**config.mk**
```make
export PLATFORM = sky130hd
export DESIGN_NAME = pipe_skid_latch
export DESIGN_NICKNAME = d
export VERILOG_FILES = /design/src/rtl/pipe_skid_latch.sv
export SDC_FILE = /design/constraint.sdc
export NUM_CORES = 1
export LEC_CHECK = 0
export ABC_AREA = 1
export BUFFER_PORTS_ARGS = -buffer_cell sky130_fd_sc_hd__buf_4
export CORE_MARGIN = 3
export CORE_UTILIZATION = 55
export CTS_BUF_LIST = sky130_fd_sc_hd__clkbuf_8 sky130_fd_sc_hd__clkbuf_16
export DETAILED_ROUTE_END_ITERATION = 7
export GPL_ROUTABILITY_DRIVEN = 0
export PLACE_DENSITY = 0.81
export SKIP_CTS_REPAIR_TIMING = 1
export SLEW_MARGIN = 25
export SYNTH_ARGS = -nofsm -noshare
export SYNTH_HDL_FRONTEND = slang
export SYNTH_SLANG_ARGS = --single-unit
```
**constraint.sdc**
```tcl
create_clock -name i_clk -period 1.8 [get_ports i_clk]
set_input_delay 0.27 -clock i_clk [delete_from_list [all_inputs] [get_ports i_clk]]
set_output_delay 0.27 -clock i_clk [all_outputs]
set_load 0.05 [all_outputs]
```
**src/rtl/pipe_skid_latch.sv**
```systemverilog
// rtl/pipe_skid_latch.sv - two-entry skid pipeline latch with step, flush, halt and transfer count
module pipe_skid_latch #(
    parameter int DATA_WIDTH = 32,
    parameter int CTRL_WIDTH = 16,
    parameter int CNT_WIDTH  = 32
) (
    input  logic                  i_clk,
    input  logic                  i_reset,
    input  logic                  i_step,
    input  logic                  i_flush,
    input  logic                  i_valid,
    output logic                  o_ready,
    input  logic [DATA_WIDTH-1:0] i_data,
    input  logic [CTRL_WIDTH-1:0] i_ctrl,
    input  logic                  i_halt,
    output logic                  o_valid,
    input  logic                  i_ready,
    output logic [DATA_WIDTH-1:0] o_data,
    output logic [CTRL_WIDTH-1:0] o_ctrl,
    output logic                  o_halt,
    output logic                  o_halted,
    output logic [CNT_WIDTH-1:0]  o_count,
    output logic [1:0]            o_occupancy
);

    localparam int EW = 1 + CTRL_WIDTH + DATA_WIDTH;

    typedef enum logic [1:0] {
        EMPTY = 2'd0,
        ONE   = 2'd1,
        TWO   = 2'd2
    } state_t;

    state_t                 state_q, state_d;
    logic [EW-1:0]          main_q, main_d;
    logic [EW-1:0]          skid_q, skid_d;
    logic                   halted_q, halted_d;
    logic [CNT_WIDTH-1:0]   count_q, count_d;

    logic [EW-1:0]          in_entry;
    logic                   in_xfer;
    logic                   out_xfer;

    assign in_entry = {i_halt, i_ctrl, i_data};

    // Handshakes are built only from registered state and step/ready/halted,
    // so no output has a combinational path from the upstream payload or valid.
    assign o_ready  = i_step & ~halted_q & (state_q != TWO);
    assign o_valid  = (state_q != EMPTY);
    assign in_xfer  = i_valid & o_ready;
    assign out_xfer = o_valid & i_ready & i_step & ~halted_q;

    always_comb begin
        state_d  = state_q;
        main_d   = main_q;
        skid_d   = skid_q;
        halted_d = halted_q;
        count_d  = count_q;
        if (i_flush) begin
            state_d = EMPTY;
            main_d  = '0;
            skid_d  = '0;
        end else begin
            if (out_xfer) begin
                count_d = count_q + CNT_WIDTH'(1);
                if (main_q[EW-1]) begin
                    halted_d = 1'b1;
                end
            end
            case (state_q)
                EMPTY: begin
                    if (in_xfer) begin
                        main_d  = in_entry;
                        state_d = ONE;
                    end
                end
                ONE: begin
                    if (in_xfer && out_xfer) begin
                        main_d = in_entry;
                    end else if (in_xfer) begin
                        skid_d  = in_entry;
                        state_d = TWO;
                    end else if (out_xfer) begin
                        main_d  = '0;
                        state_d = EMPTY;
                    end
                end
                TWO: begin
                    if (out_xfer) begin
                        main_d  = skid_q;
                        skid_d  = '0;
                        state_d = ONE;
                    end
                end
                default: begin
                    state_d = EMPTY;
                    main_d  = '0;
                    skid_d  = '0;
                end
            endcase
        end
    end

    always_ff @(posedge i_clk or negedge i_reset) begin
        if (!i_reset) begin
            state_q  <= EMPTY;
            main_q   <= '0;
            skid_q   <= '0;
            halted_q <= 1'b0;
            count_q  <= '0;
        end else begin
            state_q  <= state_d;
            main_q   <= main_d;
            skid_q   <= skid_d;
            halted_q <= halted_d;
            count_q  <= count_d;
        end
    end

    assign o_data      = o_valid ? main_q[DATA_WIDTH-1:0] : '0;
    assign o_ctrl      = o_valid ? main_q[DATA_WIDTH +: CTRL_WIDTH] : '0;
    assign o_halt      = o_valid & main_q[EW-1];
    assign o_halted    = halted_q;
    assign o_count     = count_q;
    assign o_occupancy = state_q;

endmodule

```
==> results of run 1 <==
-- per-layer routing --
metal / routed length, µm / track usage / vias up
met5: 0 / 0 / -
met4: 2170 / 0.0867 / 0
met3: 3510 / 0.0687 / 220
met2: 14000 / 0.454 / 756
met1: 10400 / 0.372 / 4225
li1: - / - / 4042
-- cells in the final DEF, fill, tap and decap left out --
| cell type | synthesis | routed |
|---|---|---|
| nand4_1 | 9 | 9 |
| buf_6 | 2 | 63 |
| nand3_1 | 86 | 83 |
| clkinv_2 | 0 | 4 |
| nor2_2 | 4 | 5 |
| xor2_1 | 9 | 9 |
| nor3_4 | 1 | 1 |
| o21ai_0 | 2 | 2 |
| nor3_2 | 0 | 1 |
| dfrtp_1 | 133 | 128 |
| nand3_4 | 0 | 1 |
| nor2_8 | 1 | 1 |
| nor2_1 | 151 | 99 |
| nor3_1 | 12 | 11 |
| clkbuf_16 | 0 | 33 |
| buf_12 | 0 | 14 |
| inv_1 | 94 | 98 |
| clkbuf_8 | 0 | 5 |
| dlygate4sd3_1 | 0 | 1 |
| ha_1 | 1 | 1 |
| buf_8 | 0 | 3 |
| nand2_4 | 0 | 19 |
| nand3_2 | 1 | 3 |
| o21bai_1 | 42 | 42 |
| nor2_4 | 3 | 56 |
| nand2_2 | 3 | 38 |
| xnor2_1 | 6 | 6 |
| nand2_8 | 0 | 2 |
| buf_4 | 6 | 136 |
| nand2_1 | 573 | 517 |
| buf_16 | 0 | 3 |
| dfrtp_2 | 0 | 5 |
| inv_2 | 4 | 5 |
-- metrics by stage --
| stage | area [µm²] | hold slack (ns) | util | TNS, ns |
|---|---|---|---|---|
| 6_report | 11600 | 0.203 | 0.849 | -17.49 |
| 5_1_grt | 11600 | 0.215 | 0.849 | -23.60 |
| 4_1_cts | 10200 | -0.249 | 0.749 | -23.48 |
| 3_5_place_dp | 9660 | 0.193 | 0.709 | -6.30 |
| 3_3_place_gp | 9630 | 0.192 | 0.707 | -16.62 |
| 2_1_floorplan | 8230 | -0.0256 | - | -2.43 |
-- worst max-delay path: stages, from the launching register on --
cell and delay, ns:
dfrtp_2 0.43, inv_2 0.09, nand2_2 0.13, nor2_4 0.14, nand2_1 0.10, nand2_1 0.13, nand3_4 0.13, nor2_2 0.53
nand2_1 0.20, nand2_1 0.13
-- flip-flops by register name, summed over array words and instances (netlist names) --
register / cells
main_q: 49
skid_q: 49
o_count: 32
o_occupancy: 2
o_halted: 1
-- how the worst max path moves through the flow --
stage	from	to	depth (start not counted)
after floorplan	o_occupancy[0]$_DFFE_PN0P_	main_q[21]$_DFFE_PN0P_	11
after global placement	o_halted$_DFFE_PN0P_	main_q[31]$_DFFE_PN0P_	9
after detailed placement	o_occupancy[0]$_DFFE_PN0P_	skid_q[27]$_DFFE_PN0P_	9
after CTS	o_occupancy[1]$_DFFE_PN0P_	o_ctrl[15]	6
after global routing	o_occupancy[1]$_DFFE_PN0P_	o_occupancy[0]$_DFFE_PN0P_	12
final	o_halted$_DFFE_PN0P_	main_q[16]$_DFFE_PN0P_	9
-- cell families (layout without fill, tap and decap cells) --
| logic type | count (synthesis) | after routing | synth area share |
|---|---|---|---|
| DFF | 133 | 133 | 0.425 |
| adders and majority gates | 1 | 1 | 0.00160 |
| buffers and inverters | 157 | 365 | 0.0830 |
| AOI/OAI and AO/OA | 44 | 44 | 0.0415 |
| and+or+nand+nor | 844 | 846 | 0.432 |
| xor gates and xnor gates | 15 | 15 | 0.0168 |
-- layout make-up --
cell class | count | area, µm² | area share
flip-flops and latches | 133 | 3330 | 0.288
clock buffers | 22 | 494 | 0.0428
clock inverters | 9 | 38.8 | 0.00336
well taps | 176 | 220 | 0.0190
inverters | 98 | 368 | 0.0318
multi-input cells | 906 | 4560 | 0.394
repair buffers | 236 | 2550 | 0.220
-- power by group through the flow --
| stage | combinational [mW] | clock [mW] | sequential (mW) |
|---|---|---|---|
| 2_1_floorplan | 3.98 | 0 | 3.96 |
| 3_3_place_gp | 5.05 | 0 | 4.03 |
| 3_5_place_dp | 5.22 | 0 | 4.04 |
| 4_1_cts | 5.25 | 3.16 | 4.01 |
| 5_1_grt | 7.42 | 3.31 | 4.15 |
| 6_report | 7.08 | 3.21 | 4.10 |
==> out/qor.yml, run 1 <==
ant_nets: 0
switching_power_mw: 6.20
numCtsBuffers: 17
hold_depth: 5
cts_sinks: 133
outcome: "finished with violations"
cts_max_path_buffers: 2
wl_per_cell_um: 19.0
netlist_area_mm2: 0.00784
max_freq_mhz: 480
r2r_slack_ns: -0.28
core-area_mm2: 0.0136
min_period_over_period: 1.16
totalPowerFinal_mw: 14.4
pwr-share-comb: 0.492
antenna_found_initial: 0
syn_nets: 1250
synth_most_common_cell: "nand2_1"
p_leak_nw: 6.03
finalWirelength_um: 30100
grt_pass1_wl_um: 36400
pwr-share-seq: 0.285
num_vias: 9243
dpl.hpwl_um: 14400
dieArea_mm2: 0.0157
critPathKind: "flip-flop to flip-flop"
synth_top_area_share: 0.425
min_to: "main_q[31]$_DFFE_PN0P_"
clk_pin_slew_ns: 0.06
synth_top_area_cell: "dfrtp_1"
die_x_um: 125
area_growth_pct: 47.5
grt_max_degree: 56
slew_violations: 0
port_buffers: 140
htreeDepth: 4
syn_area_per_cell_um2: 6.56
worstHoldStart: "i_data[31]"
start_kind: "flip-flop"
reg2reg_to: "main_q[16]$_DFFE_PN0P_"
drtPass1Iterations: 6
synthCells: 1194
final_cell_count_no_fill: 1580
clkPwrFrac: 0.223
setup_viol: 118
num_antenna_cells: 0
power.density_mw_per_mm2: 1240
first_global_vias: 7623
synth_edf_count: 0
nets: 1448
relSlewSlack: 0.591
ir_drop_mv: 0.852
skew_ns: 0.00763
synth_cell_types: 24
cts_root_buf: "clkbuf_16"
clock_latency_ns: 0.42
internal-power_mw: 8.18
maxCapViolCount: 0
start_util: 0.576
fillers: 728
viasPerCell: 5.85
ys_ff_latch: 133
rows: 42
grt.total_usage: 0.279
ys_seq_area_frac: 0.425
io_pins: 141
dp.cells: 1502
layout-drive-gt1-share: 0.283
yosys-top-cells-area: "dfrtp_1 (42%), nand2_1 (27%), nor2_1 (7.2%), nand3_1 (5.5%), inv_1 (4.5%)"
worst-path-max-fanout: 10
worst_pin_slew_ns: 0.612
r2r_start: "o_halted$_DFFE_PN0P_"
hp-class: "primary input to flip-flop"
dpl_worst_slack_ns: -0.180
ys_warn_count: 0
finalCriticalPeriod_ns: 2.08
ys_top_cells_by_count: "nand2_1 (573), nor2_1 (151), dfrtp_1 (133)"
reg2reg_depth: 9
violations: "setup timing"
final.setup.worst_slack_ns: -0.282
p_sw_frac: 0.431
hold_viol: 0
end_kind: "flip-flop"
rsz0062_at_grt: "yes"
drtIter0Drc: 1313
ys.flop_type: "dfrtp_1"
die_h_um: 125
critPathArrivalTime_ns: 2.44
drc: 0
worstPathRequired_ns: 2.15
grt_overflow_total: 0
synthArstFlopShare: 1.00
cts_tree: "built"
(Power assumes the default switching activity.)
==> run 2, diff against run 1 <==
- CAP_MARGIN: not set -> 30
- GPL_TIMING_DRIVEN: not set -> 0
- clock period: 1.8 -> 2.4 ns (I/O delays scaled with it)
==> out/qor.yml, run 2 (synthesis gave the netlist of run 1 again) <==
outcome: "complete, no violations"
finalCriticalPeriod_ns: 2.31
skew_ns: 0.00597  # -0.00166 ns
r2r_start: "o_occupancy[0]$_DFFE_PN0P_"
wl_per_cell_um: 14.2  # -26%
grt_pass1_wl_um: 36300  # -0.23%
layout_commonest_cell: "nand2_1"
viasPerCell: 5.27  # -9.9%
layout-drive-gt1-share: 0.161  # -0.123
ir_drop_mv: 0.684  # -20%
start_util: 0.576  # unchanged
slew_violations: 0  # unchanged
p_leak_nw: 5.35  # -11%
drc: 0  # unchanged
cts_sinks: 133  # unchanged
worstHoldStart: "i_data[31]"
drtIter0Drc: 760  # -42%
io_pins: 141  # unchanged
fillers: 1141  # +57%
grt_overflow_total: 0  # unchanged
cts_root_buf: "clkbuf_16"
grt_max_degree: 70  # +25%
num_vias: 8132  # -12%
hp-class: "primary input to flip-flop"
maxCapViolCount: 0  # unchanged
min_to: "main_q[31]$_DFFE_PN0P_"
die_x_um: 125  # unchanged
clk_pin_slew_ns: 0.05  # about the same
rsz0062_at_grt: "no"
ant_nets: 0  # unchanged
end_kind: "output port"
final_cell_mix: "nand2_1 (573), nor2_1 (150), buf_4 (144)"
num_antenna_cells: 0  # unchanged
clock_latency_ns: 0.43  # about the same
totalPowerFinal_mw: 9.44  # -34%
setup_viol: 0  # -100%
worstPathRequired_ns: 2.04  # -0.11 ns
final-seq-area_mm2: 0.00333  # -0.19%
port_buffers: 139  # -0.71%
first_global_vias: 7664  # +0.54%
core-area_mm2: 0.0136  # unchanged
cts_max_path_buffers: 2  # unchanged
drtPass1Iterations: 7  # +1
hold_viol: 0  # unchanged
hold_depth: 5  # unchanged
critPathKind: "flip-flop to output port"
dieArea_mm2: 0.0157  # unchanged
critPathArrivalTime_ns: 1.95  # -0.49 ns
finalWirelength_um: 21900  # -27%
antenna_found_initial: 0  # unchanged
area_growth_pct: 25.6
worst_pin_slew_ns: 0.695  # +0.0830 ns
max_freq_mhz: 432
min_period_over_period: 0.964
die_h_um: 125  # unchanged
power.density_mw_per_mm2: 959  # -23%
r2r_slack_ns: 0.29  # +0.57 ns
numCtsBuffers: 17  # unchanged
reg2reg_to: "skid_q[6]$_DFFE_PN0P_"
htreeDepth: 4  # unchanged
grt.total_usage: 0.280  # +0.000817
dpl_worst_slack_ns: -0.0156  # +0.165 ns
dpl.hpwl_um: 15600  # +8.1%
relSlewSlack: 0.533  # -0.0585
cts_tree: "built"
nets: 1410  # -2.6%
reg2reg_depth: 9  # unchanged
worst-path-max-fanout: 10  # unchanged
start_kind: "flip-flop"
final.setup.worst_slack_ns: 0.0857  # +0.368 ns
multi_input_area_mm2: 0.00386  # -15%
rows: 42  # unchanged
==> run 2: cell types whose count changed in the layout (fill, tap and decap cells not counted), moves of 8 or more <==
cell,before,now
clkbuf_16,33,17
nand2_4,19,0
buf_6,63,4
nor2_4,56,3
buf_2,0,19
buf_4,136,144
buf_12,14,0
nor2_1,99,150
nand2_1,517,573
clkbuf_1,0,22
nand2_2,38,3
==> run 2: final cells by class <==
| class | count | share of cell area |
|---|---|---|
| Clock buffer | 19 | 0.0460 |
| Timing Repair Buffer | 141 | 0.111 |
| Sequential cell | 133 | 0.338 |
| Inverter | 98 | 0.0374 |
| Buffer | 59 | 0.0318 |
| Tap cell | 176 | 0.0224 |
| Clock inverter | 13 | 0.0215 |
| Multi-Input combinational cell | 904 | 0.392 |
==> run 2: through the flow <==
stage	util	std cells	TNS [ns]	area (µm²)	hold WS (ns)
6_report	0.723	1543	0	9840	0.280
5_1_grt	0.723	1543	0	9840	0.306
4_1_cts	0.720	1542	-17.43	9800	-0.0859
3_5_place_dp	0.671	1510	-0.0343	9140	0.358
3_3_place_gp	0.669	1509	0	9100	0.453
2_1_floorplan	-	1194	-0.0249	7840	0.0644
==> run 2: power by group <==
part           total (mW)  internal (mW)  switching (mW)
sequential           2.98           2.72           0.261
clock                2.95           1.98           0.970
combinational        3.50           1.10            2.40
==> run 2: worst max-delay path by stage <==
stage,start,endpoint,slack (ns)
4_1_cts,o_occupancy[0]$_DFFE_PN0P_,o_data[13],-0.49
6_report,o_occupancy[0]$_DFFE_PN0P_,o_data[13],0.09
3_3_place_gp,o_occupancy[0]$_DFFE_PN0P_,o_data[15],0.005
5_1_grt,o_occupancy[0]$_DFFE_PN0P_,o_data[13],0.02
2_1_floorplan,o_occupancy[0]$_DFFE_PN0P_,o_ctrl[10],-0.0008
3_5_place_dp,o_occupancy[0]$_DFFE_PN0P_,o_data[13],-0.02
==> run 2: layer usage <==
layer / vias to the layer above / global-route usage / wire length, µm
met2: 347 / 0.461 / 10300
li1: 3956 / - / -
met4: 0 / 0.0855 / 451
met1: 3787 / 0.375 / 9350
met3: 42 / 0.0601 / 1710
met5: - / 0 / 0
==> run 2: critical path: stages, from the launching register on <==
cell and delay (ns):
dfrtp_1 0.40, buf_4 0.19, nor2_8 0.23, buf_6 0.18, clkbuf_4 0.22, nor2_1 0.09, buf_4 0.19
